**src/rtl/tt_bist_pkg.sv**
```systemverilog
// Shared types and helpers for the pin loopback BIST: pattern modes,
// controller states and Fibonacci LFSR tap masks for widths 2..32.
package tt_bist_pkg;

    // Pattern selection after decoding the 2-bit mode input.
    typedef enum logic [1:0] {
        MODE_CNT  = 2'b00,
        MODE_WALK = 2'b01,
        MODE_PRBS = 2'b10
    } mode_e;

    // Controller states; the encoding is visible on the debug state port.
    typedef enum logic [1:0] {
        ST_IDLE  = 2'b00,
        ST_RUN   = 2'b01,
        ST_FLUSH = 2'b10,
        ST_DONE  = 2'b11
    } state_e;

    // Mode 11 is not a pattern of its own and falls back to the counter.
    function automatic mode_e decode_mode(input logic [1:0] m);
        case (m)
            2'b01:   return MODE_WALK;
            2'b10:   return MODE_PRBS;
            default: return MODE_CNT;
        endcase
    endfunction

    // Maximal-length tap masks; bit (t-1) is set for polynomial term x^t.
    function automatic logic [31:0] lfsr_taps(input int width);
        case (width)
            2:       return 32'h0000_0003;
            3:       return 32'h0000_0006;
            4:       return 32'h0000_000C;
            5:       return 32'h0000_0014;
            6:       return 32'h0000_0030;
            7:       return 32'h0000_0060;
            8:       return 32'h0000_00B8;
            9:       return 32'h0000_0110;
            10:      return 32'h0000_0240;
            11:      return 32'h0000_0500;
            12:      return 32'h0000_0829;
            13:      return 32'h0000_100D;
            14:      return 32'h0000_2015;
            15:      return 32'h0000_6000;
            16:      return 32'h0000_D008;
            17:      return 32'h0001_2000;
            18:      return 32'h0002_0400;
            19:      return 32'h0004_0023;
            20:      return 32'h0009_0000;
            21:      return 32'h0014_0000;
            22:      return 32'h0030_0000;
            23:      return 32'h0042_0000;
            24:      return 32'h00E1_0000;
            25:      return 32'h0120_0000;
            26:      return 32'h0200_0023;
            27:      return 32'h0400_0013;
            28:      return 32'h0900_0000;
            29:      return 32'h1400_0000;
            30:      return 32'h2000_0029;
            31:      return 32'h4800_0000;
            32:      return 32'h8020_0003;
            default: return 32'h0000_0003;
        endcase
    endfunction

endpackage

```
**src/rtl/tt_bist_lfsr.sv**
```systemverilog
// Fibonacci LFSR pattern source. load restarts from the seed (zero seed is
// promoted to 1 so the register never locks up), step shifts one position.
module tt_bist_lfsr
    import tt_bist_pkg::*;
#(
    parameter int          WIDTH = 8,
    parameter logic [31:0] SEED  = 32'h0000_0001
) (
    input  logic             clk,
    input  logic             rst_n,
    input  logic             load,
    input  logic             step,
    output logic [WIDTH-1:0] value
);

    localparam logic [WIDTH-1:0] TAPS   = WIDTH'(lfsr_taps(WIDTH));
    localparam logic [WIDTH-1:0] SEED_W = SEED[WIDTH-1:0];
    localparam logic [WIDTH-1:0] START  = (SEED_W == '0) ? WIDTH'(1) : SEED_W;

    logic feedback;

    assign feedback = ^(value & TAPS);

    // Shift left, feeding the XOR of the tapped bits into bit 0.
    always_ff @(posedge clk or negedge rst_n) begin
        if (!rst_n) begin
            value <= '0;
        end else if (load) begin
            value <= START;
        end else if (step) begin
            value <= {value[WIDTH-2:0], feedback};
        end
    end

endmodule

```
**src/rtl/tt_pin_bist.sv**
```systemverilog
// Pin loopback BIST: drives counter / walking-one / PRBS vectors on pat_out,
// compares the looped-back rx_in one cycle later against the vector held in
// an expected register, and reports a saturating mismatch count.
module tt_pin_bist
    import tt_bist_pkg::*;
#(
    parameter int          WIDTH = 8,
    parameter int          ERR_W = 8,
    parameter logic [31:0] SEED  = 32'h0000_0001
) (
    input  logic             clk,
    input  logic             rst_n,
    input  logic             ena,
    input  logic             start,
    input  logic [1:0]       mode,
    input  logic [7:0]       len,
    input  logic [WIDTH-1:0] rx_in,
    output logic [WIDTH-1:0] pat_out,
    output logic [WIDTH-1:0] pat_oe,
    output logic             busy,
    output logic             done,
    output logic             pass,
    output logic [ERR_W-1:0] err_cnt,
    output logic [1:0]       state_dbg
);

    localparam logic [ERR_W-1:0] ERR_MAX = '1;

    state_e           state;
    state_e           next_state;
    mode_e            mode_q;
    logic [7:0]       len_q;
    logic [7:0]       idx;
    logic [WIDTH-1:0] vec;
    logic [WIDTH-1:0] vec_next;
    logic [WIDTH-1:0] pat_now;
    logic [WIDTH-1:0] exp_q;
    logic             exp_vld;
    logic             oe_q;
    logic             accept;
    logic             advance;
    logic             compare;
    logic             last;
    logic [WIDTH-1:0] lfsr_value;

    // len_q of 0 wraps to 255 here, which gives the 256-vector case for free.
    assign last = (idx == (len_q - 8'd1));

    tt_bist_lfsr #(
        .WIDTH (WIDTH),
        .SEED  (SEED)
    ) u_lfsr (
        .clk   (clk),
        .rst_n (rst_n),
        .load  (accept),
        .step  (advance && !last),
        .value (lfsr_value)
    );

    // State register; everything else in the FSM is combinational.
    always_ff @(posedge clk or negedge rst_n) begin
        if (!rst_n) begin
            state <= ST_IDLE;
        end else begin
            state <= next_state;
        end
    end

    // Next state plus the per-edge strobes; nothing moves while ena is low.
    always_comb begin
        next_state = state;
        accept     = 1'b0;
        advance    = 1'b0;
        compare    = 1'b0;
        if (ena) begin
            case (state)
                ST_IDLE, ST_DONE: begin
                    if (start) begin
                        next_state = ST_RUN;
                        accept     = 1'b1;
                    end
                end
                ST_RUN: begin
                    advance = 1'b1;
                    compare = exp_vld;
                    if (last) begin
                        next_state = ST_FLUSH;
                    end
                end
                ST_FLUSH: begin
                    compare    = 1'b1;
                    next_state = ST_DONE;
                end
                default: next_state = ST_IDLE;
            endcase
        end
    end

    // Next counter or walking-one vector from the current one.
    always_comb begin
        vec_next = vec + WIDTH'(1);
        if (mode_q == MODE_WALK) begin
            vec_next = {vec[WIDTH-2:0], vec[WIDTH-1]};
        end
    end

    // Current vector source and the pin drive; pins are quiet in IDLE.
    always_comb begin
        pat_now = vec;
        if (mode_q == MODE_PRBS) begin
            pat_now = lfsr_value;
        end
        pat_out = (state == ST_IDLE) ? '0 : pat_now;
    end

    // Test datapath: latch config on start, step vectors, compare one behind.
    always_ff @(posedge clk or negedge rst_n) begin
        if (!rst_n) begin
            mode_q  <= MODE_CNT;
            len_q   <= '0;
            idx     <= '0;
            vec     <= '0;
            exp_q   <= '0;
            exp_vld <= 1'b0;
            oe_q    <= 1'b0;
            err_cnt <= '0;
        end else begin
            if (accept) begin
                mode_q  <= decode_mode(mode);
                len_q   <= len;
                idx     <= '0;
                vec     <= (decode_mode(mode) == MODE_WALK) ? WIDTH'(1) : '0;
                exp_vld <= 1'b0;
                oe_q    <= 1'b1;
            end else if (advance) begin
                exp_q   <= pat_now;
                exp_vld <= 1'b1;
                if (last) begin
                    oe_q <= 1'b0;
                end else begin
                    idx <= idx + 8'd1;
                    vec <= vec_next;
                end
            end
            if (accept) begin
                err_cnt <= '0;
            end else if (compare && (rx_in != exp_q) && (err_cnt != ERR_MAX)) begin
                err_cnt <= err_cnt + ERR_W'(1);
            end
        end
    end

    assign pat_oe    = {WIDTH{oe_q}};
    assign busy      = (state == ST_RUN) || (state == ST_FLUSH);
    assign done      = (state == ST_DONE);
    assign pass      = done && (err_cnt == '0);
    assign state_dbg = state;

endmodule

```
**config.mk**
```make
export PLATFORM = sky130hd
export DESIGN_NAME = tt_pin_bist
export DESIGN_NICKNAME = d
export VERILOG_FILES = /design/src/rtl/tt_bist_pkg.sv /design/src/rtl/tt_bist_lfsr.sv /design/src/rtl/tt_pin_bist.sv
export SDC_FILE = /design/constraint.sdc
export NUM_CORES = 1
export LEC_CHECK = 0
export CAP_MARGIN = 5
export CORE_ASPECT_RATIO = 0.6
export CORE_MARGIN = 4
export CORE_UTILIZATION = 55
export CTS_BUF_LIST = sky130_fd_sc_hd__clkbuf_16
export CTS_CLUSTER_DIAMETER = 100
export DETAILED_ROUTE_END_ITERATION = 7
export DONT_BUFFER_PORTS = 1
export GPL_ROUTABILITY_DRIVEN = 0
export PLACE_DENSITY = 0.72
export SKIP_CTS_REPAIR_TIMING = 1
export SLEW_MARGIN = 5
export SYNTH_ARGS = -nofsm -noshare
export SYNTH_HDL_FRONTEND = slang
export SYNTH_SLANG_ARGS = --single-unit
```
**constraint.sdc**
```tcl
create_clock -name clk -period 4.4 [get_ports clk]
set_clock_uncertainty 0.15 [all_clocks]
set_input_delay 0.66 -clock clk [delete_from_list [all_inputs] [get_ports clk]]
set_output_delay 0.66 -clock clk [all_outputs]
set_load 0.01 [all_outputs]
```
---- Word level (Yosys, flattened, before mapping) ----
Cells that the tools add are included.
word-level totals
  register bits ........................... 54
  latch bits .............................. 0
  memories ................................ 0
  bits in writable memories ............... 0
  memory bits (read-only) ................. 0
cells by class
  div/mod/pow operators ................... 0
  shifts and indexed selects .............. 0
  multiplexer cells ....................... 31
  reduce and logical (&&, ||, !) cells .... 18
  add/sub/neg operators ................... 4
  equality and inequality tests ........... 14
  bitwise gates (word level) .............. 1
  $mul .................................... 0
  $lt $le $gt $ge ......................... 0
operators with widths
  cell                                               number
  two-way mux 8 bit                                  13
  adder 8 x 1 -> 8 bit (second input constant)       3
  two-way mux 1 bit                                  12
  == test 2 x 1 -> 1 bit (second input constant)     4
  == test 2 bit (second input constant)              4
  == test 8 bit                                      1
  zero test 8 bit                                    1
  inequality test 8 bit                              1
  inequality test 8 bit (second input constant)      1
  nonzero test 2 bit                                 4
  XOR reduction 8 bit                                1
  subtractor 8 x 1 -> 8 bit (second input constant)  1
  two-way mux 2 bit                                  3
  inequality test 2 bit (second input constant)      3
  one-hot mux 2 bit (3 select lines)                 1
  AND reduction 2 bit                                3
  logical AND 1 bit                                  4
  one-hot mux 2 bit (2 select lines)                 1
  AND reduction 3 bit                                1
  zero test 2 bit                                    1
  one-hot mux 1 bit (2 select lines)                 1
  OR reduction 2 bit                                 1
  zero test 1 bit                                    1
  logical OR 1 bit                                   1
  NOT 1 bit                                          1

---- Logic depth before layout (Yosys ltp) ----
  depth after elaboration ................. 8
  depth in mapped cells ................... 11
  gate-level depth less buffers ........... 9

---- Modules after synthesis ----
From an unflattened synthesis, not the netlist that was laid out.
unflattened totals
  cells, all modules ...................... 347
  area, all modules ....................... 3159.3 µm²
by module, submodules not included
  module        area each (µm²)  seq. area each (µm²)  cells each  instances
  tt_pin_bist   2812.7           1151.1                317         1
  tt_bist_lfsr  346.6            200.2                 30          1

---- Least setup slack after synthesis ----
No wires, ideal clock.
  kind .................................... register to register
  from .................................... register len_q[0]
  to ...................................... register vec[3]
  cell stages (with the launch flop) ...... 11
  data arrival time ....................... 2313 ps
  slack ................................... 1813 ps
  required time ........................... 4126 ps
  path buffers ............................ 1
  period minus slack after synthesis ...... 2587 ps
  cell sequence ........................... dfrtp_1 -> inv_1 -> ha_1 -> clkbuf_2 -> nand2b_1 -> nand3_1 -> o21ai_0 -> a2111oi_4 -> nand2_4 -> and4_4 -> o31a_1
on the way
  cells in the longest elaborated chain, start to end .. 4
RTL lines
  item                                    line                text
  start: declaration                      tt_pin_bist.sv:32   logic [7:0] len_q;
  start signal: assignment                tt_pin_bist.sv:130  len_q <= len;
  subtractor 8 x 1 -> 8 bit               tt_pin_bist.sv:47   assign last = (idx == (len_q - 8'd1));
  == test 8 bit                           tt_pin_bist.sv:47
  inequality test 2 bit (no source line)  n/a
  AND reduction 2 bit (no source line)    n/a
  end signal: assignment                  tt_pin_bist.sv:132  vec <= (decode_mode(mode) == MODE_WALK) ? WIDTH'(1) : '0;
  end signal: assignment                  tt_pin_bist.sv:142  vec <= vec_next;
  end: declaration                        tt_pin_bist.sv:34   logic [WIDTH-1:0] vec;
No other way between the ends.
A chain may end at the register's enable or synchronous reset.

---- Final worst setup path ----
  from .................................... register len_q[0]
  to ...................................... register vec[2]
The elaborated chain is that of the path after synthesis.

==> flow_metrics.py <==
metrics = {
    "outcome": {
        "outcome": "finished, final reports clean",
    },
    "sta": {
        "slew_viol_final": 0,
        "final.setup.tns_ns": 0,
        "period_share_pct": 65.74,
        "whs_ns": 0.06377,
        "maxSlewHeadroom_pct": 49.22,
        "setup_viol": 0,
        "timing.fmax_ghz": 0.3457,
        "rsz0062_at_grt": "false",
        "hold_violations": 0,
        "worstMarginPinSlew_ns": 0.7601,
        "period_needed_ns": 2.893,
    },
    "clocking": {
        "clk_pin_slew_worst_paths_ns": 0.07,
        "cts_tree": "built",
        "cts_sinks": 54,
        "clock_path_buffers": 2,
        "clk_latency_ns": 0.29,
        "cts_buffers": 5,
        "root_buffer": "clkbuf_16",
        "cts_max_level": 2,
    },
    "setup_path": {
        "arrival_ns": 2.92,
        "cp_data_required_time_ns": 4.43,
        "cp-start-kind": "flip-flop",
        "cpPeakStageDelay_ns": 0.61,
        "timing.rr.start": "len_q[0]",
        "cpMaxStageDelayCell": "a21oi_4",
        "crit_start": "len_q[0]",
        "r2r_end": "vec[2]",
        "worstPathCellList": "inv_1 -> ha_1 -> xnor2_1 -> o21ai_0 -> a2111oi_4 -> a21oi_4 -> o21ai_0 -> a32o_1",
        "rrSetupSlack_ns": 1.51,
        "crit_top_cell": "o21ai_0",
        "critPathKind": "flip-flop to flip-flop",
        "reg2regPathDepth": 8,
        "end_kind": "flip-flop",
        "cp_max_fo": 19,
    },
    "grt": {
        "antenna_found_initial": 0,
        "grt_pass1_wl_mm": 11.56,
        "grt_max_degree": 55,
        "grt_pass1_vias": 2313,
        "grt_usage_pct": 20.51,
        "overflow": 0,
    },
    "layout": {
        "areaGrowthSynthToFinish_pct": 4.289,
        "final_common_cell": "dfrtp_1",
        "final_cell_mix": "dfrtp_1, nand2_1, nor2_1, o21ai_0, xnor2_1",
        "n_antenna_cell": 0,
        "multi_input_area_um2": 1727,
        "fill_cells": 483,
        "final_nets": 368,
        "fin_area_um2": 3377,
        "seqCellArea_um2": 1351,
        "drive_above_1_share_pct": 6.213,
    },
    "pwr": {
        "worst_ir_drop_vdd_uv": 246.2,
        "power_frac_seq_pct": 40.7,
        "switching_share_pct": 44.12,
        "pwr-share-comb_pct": 41.8,
        "pwr-share-clk_pct": 17.5,
        "p_leak_uw": 0.001503,
        "p_total_uw": 2180,
        "p_int_uw": 1218,
        "p_sw_uw": 961.8,
        "p_per_area_nw_per_um2": 645.5,
    },
    "logic_synthesis": {
        "syn_inst": 353,
        "yosys_warnings": 0,
        "synth_cell_type_count": 50,
        "synth_area_um2": 3238,
        "syn_area_per_cell_um2": 9.173,
        "ys_ff_latch": 54,
        "syn_nets": 384,
        "yosysSeqAreaShare_pct": 41.73,
        "yosysTopAreaCellShare_pct": 41.73,
        "synth_area_leaders": "dfrtp_1, mux2i_1, xnor2_1",
        "synth_largest_area_cell": "dfrtp_1",
    },
    "drt": {
        "drcViolationCount": 0,
        "routed-via-count": 2423,
        "drtAntennaViolNets": 0,
        "wl_per_cell_um": 16.46,
        "detail_route.iter0.violations": 139,
        "routed_wl_mm": 6.879,
        "drtPass1Iterations": 5,
        "viasPerCell": 5.797,
    },
    "floorplanning": {
        "die_y_um": 67.44,
        "coreArea_um2": 5649,
        "die_w_um": 107.1,
        "dieArea_um2": 7219,
        "rows": 21,
        "start_util_pct": 57.32,
        "pin_count": 51,
    },
    "placed_design": {
        "numPortBuffers": 0,
        "placed_area_um2": 3208,
        "dp_hpwl_mm": 5.029,
    },
    "job": {
        "maxCapViolCount": 0,
    },
    "hold_path": {
        "worstHoldPathType": "input port to asynchronous set/reset pin",
    },
}
cells in the mapped netlist (all sizes together):
cell type / n
dfrtp: 54
o31a: 2
a2111oi: 3
nor4: 2
and2: 2
nor3: 3
xor2: 11
o21a: 1
a22oi: 2
and4: 1
nor2b: 4
o22ai: 2
o21bai: 2
a21oi: 10
a21boi: 1
nor2: 44
o2111ai: 1
nand3: 11
a31oi: 3
nand4: 10
and4b: 1
xnor2: 22
nand2: 52
a211oi: 5
inv: 6
clkbuf: 12
buf: 13
a21o: 1
nand2b: 6
a32o: 1
ha: 9
o2bb2ai: 1
and3: 3
nand3b: 2
or3b: 1
o21ai: 24
or2: 2
nor4b: 1
mux2i: 20
a31o: 2
kinds of logic after synthesis:
family          after synthesis  synth area share, %
simple gates                145                21.87
compound gates               61                12.79
flops                        54                41.73
xor+xnor                     33                8.926
buf+inv                      31                5.023
mux                          20                6.182
fa+ha+maj                     9                3.478
sequential cells by signal (all words and copies together) (netlist names):
signal        cells
idx               8
vec               8
err_cnt           8
mode_q            2
state_dbg         2
oe_q              1
exp_q             8
len_q             8
exp_vld           1
u_lfsr.value      8
per-stage QoR:
step	utilization, %	worst slack, ns	std cells
2_1_floorplan	-	1.813	353
3_3_place_gp	56.79	1.685	409
3_5_place_dp	56.79	1.530	409
4_1_cts	59.29	1.515	417
5_1_grt	59.78	1.324	418
6_report	59.78	1.507	418
final cells by class:
class	count	share of cell area, %
Clock buffer	5	3.705
Clock inverter	3	0.4817
Inverter	6	0.6669
Multi-Input combinational cell	268	51.13
Sequential cell	54	40.01
Tap cell	80	2.964
Timing Repair Buffer	2	1.037
worst max-delay path by stage:
stage / end / cells past startpoint
final: vec[2] / 8
after global placement: vec[2] / 8
after CTS: vec[2] / 8
after global routing: vec[2] / 8
after floorplan: vec[3] / 10
after detailed placement: vec[2] / 8
critical path, delay by kind of cell (launching register included):
family | cells | cell delay (ns)
buffers and inverters | 1 | 0.08
DFF | 1 | 0.44
AOI/OAI and AO/OA | 5 | 1.60
adders and majority gates | 1 | 0.32
xor gates and xnor gates | 1 | 0.17
power by group through the flow:
stage	Combinational, µW	Sequential, µW	Clock (µW)
floorplan	859	799	0
global placement	873	890	0
detailed placement	899	894	0
CTS	903	886	389
global route	1030	922	417
finish	912	887	381
layer usage:
layer	up-vias	GRT usage, %	routed length (µm)
li1	1186	-	-
met1	1157	30.96	3493
met2	72	29.60	2840
met3	8	4.489	480
met4	0	5.582	64
met5	-	0	0
No activity file was read; power rests on OpenSTA's default activity.
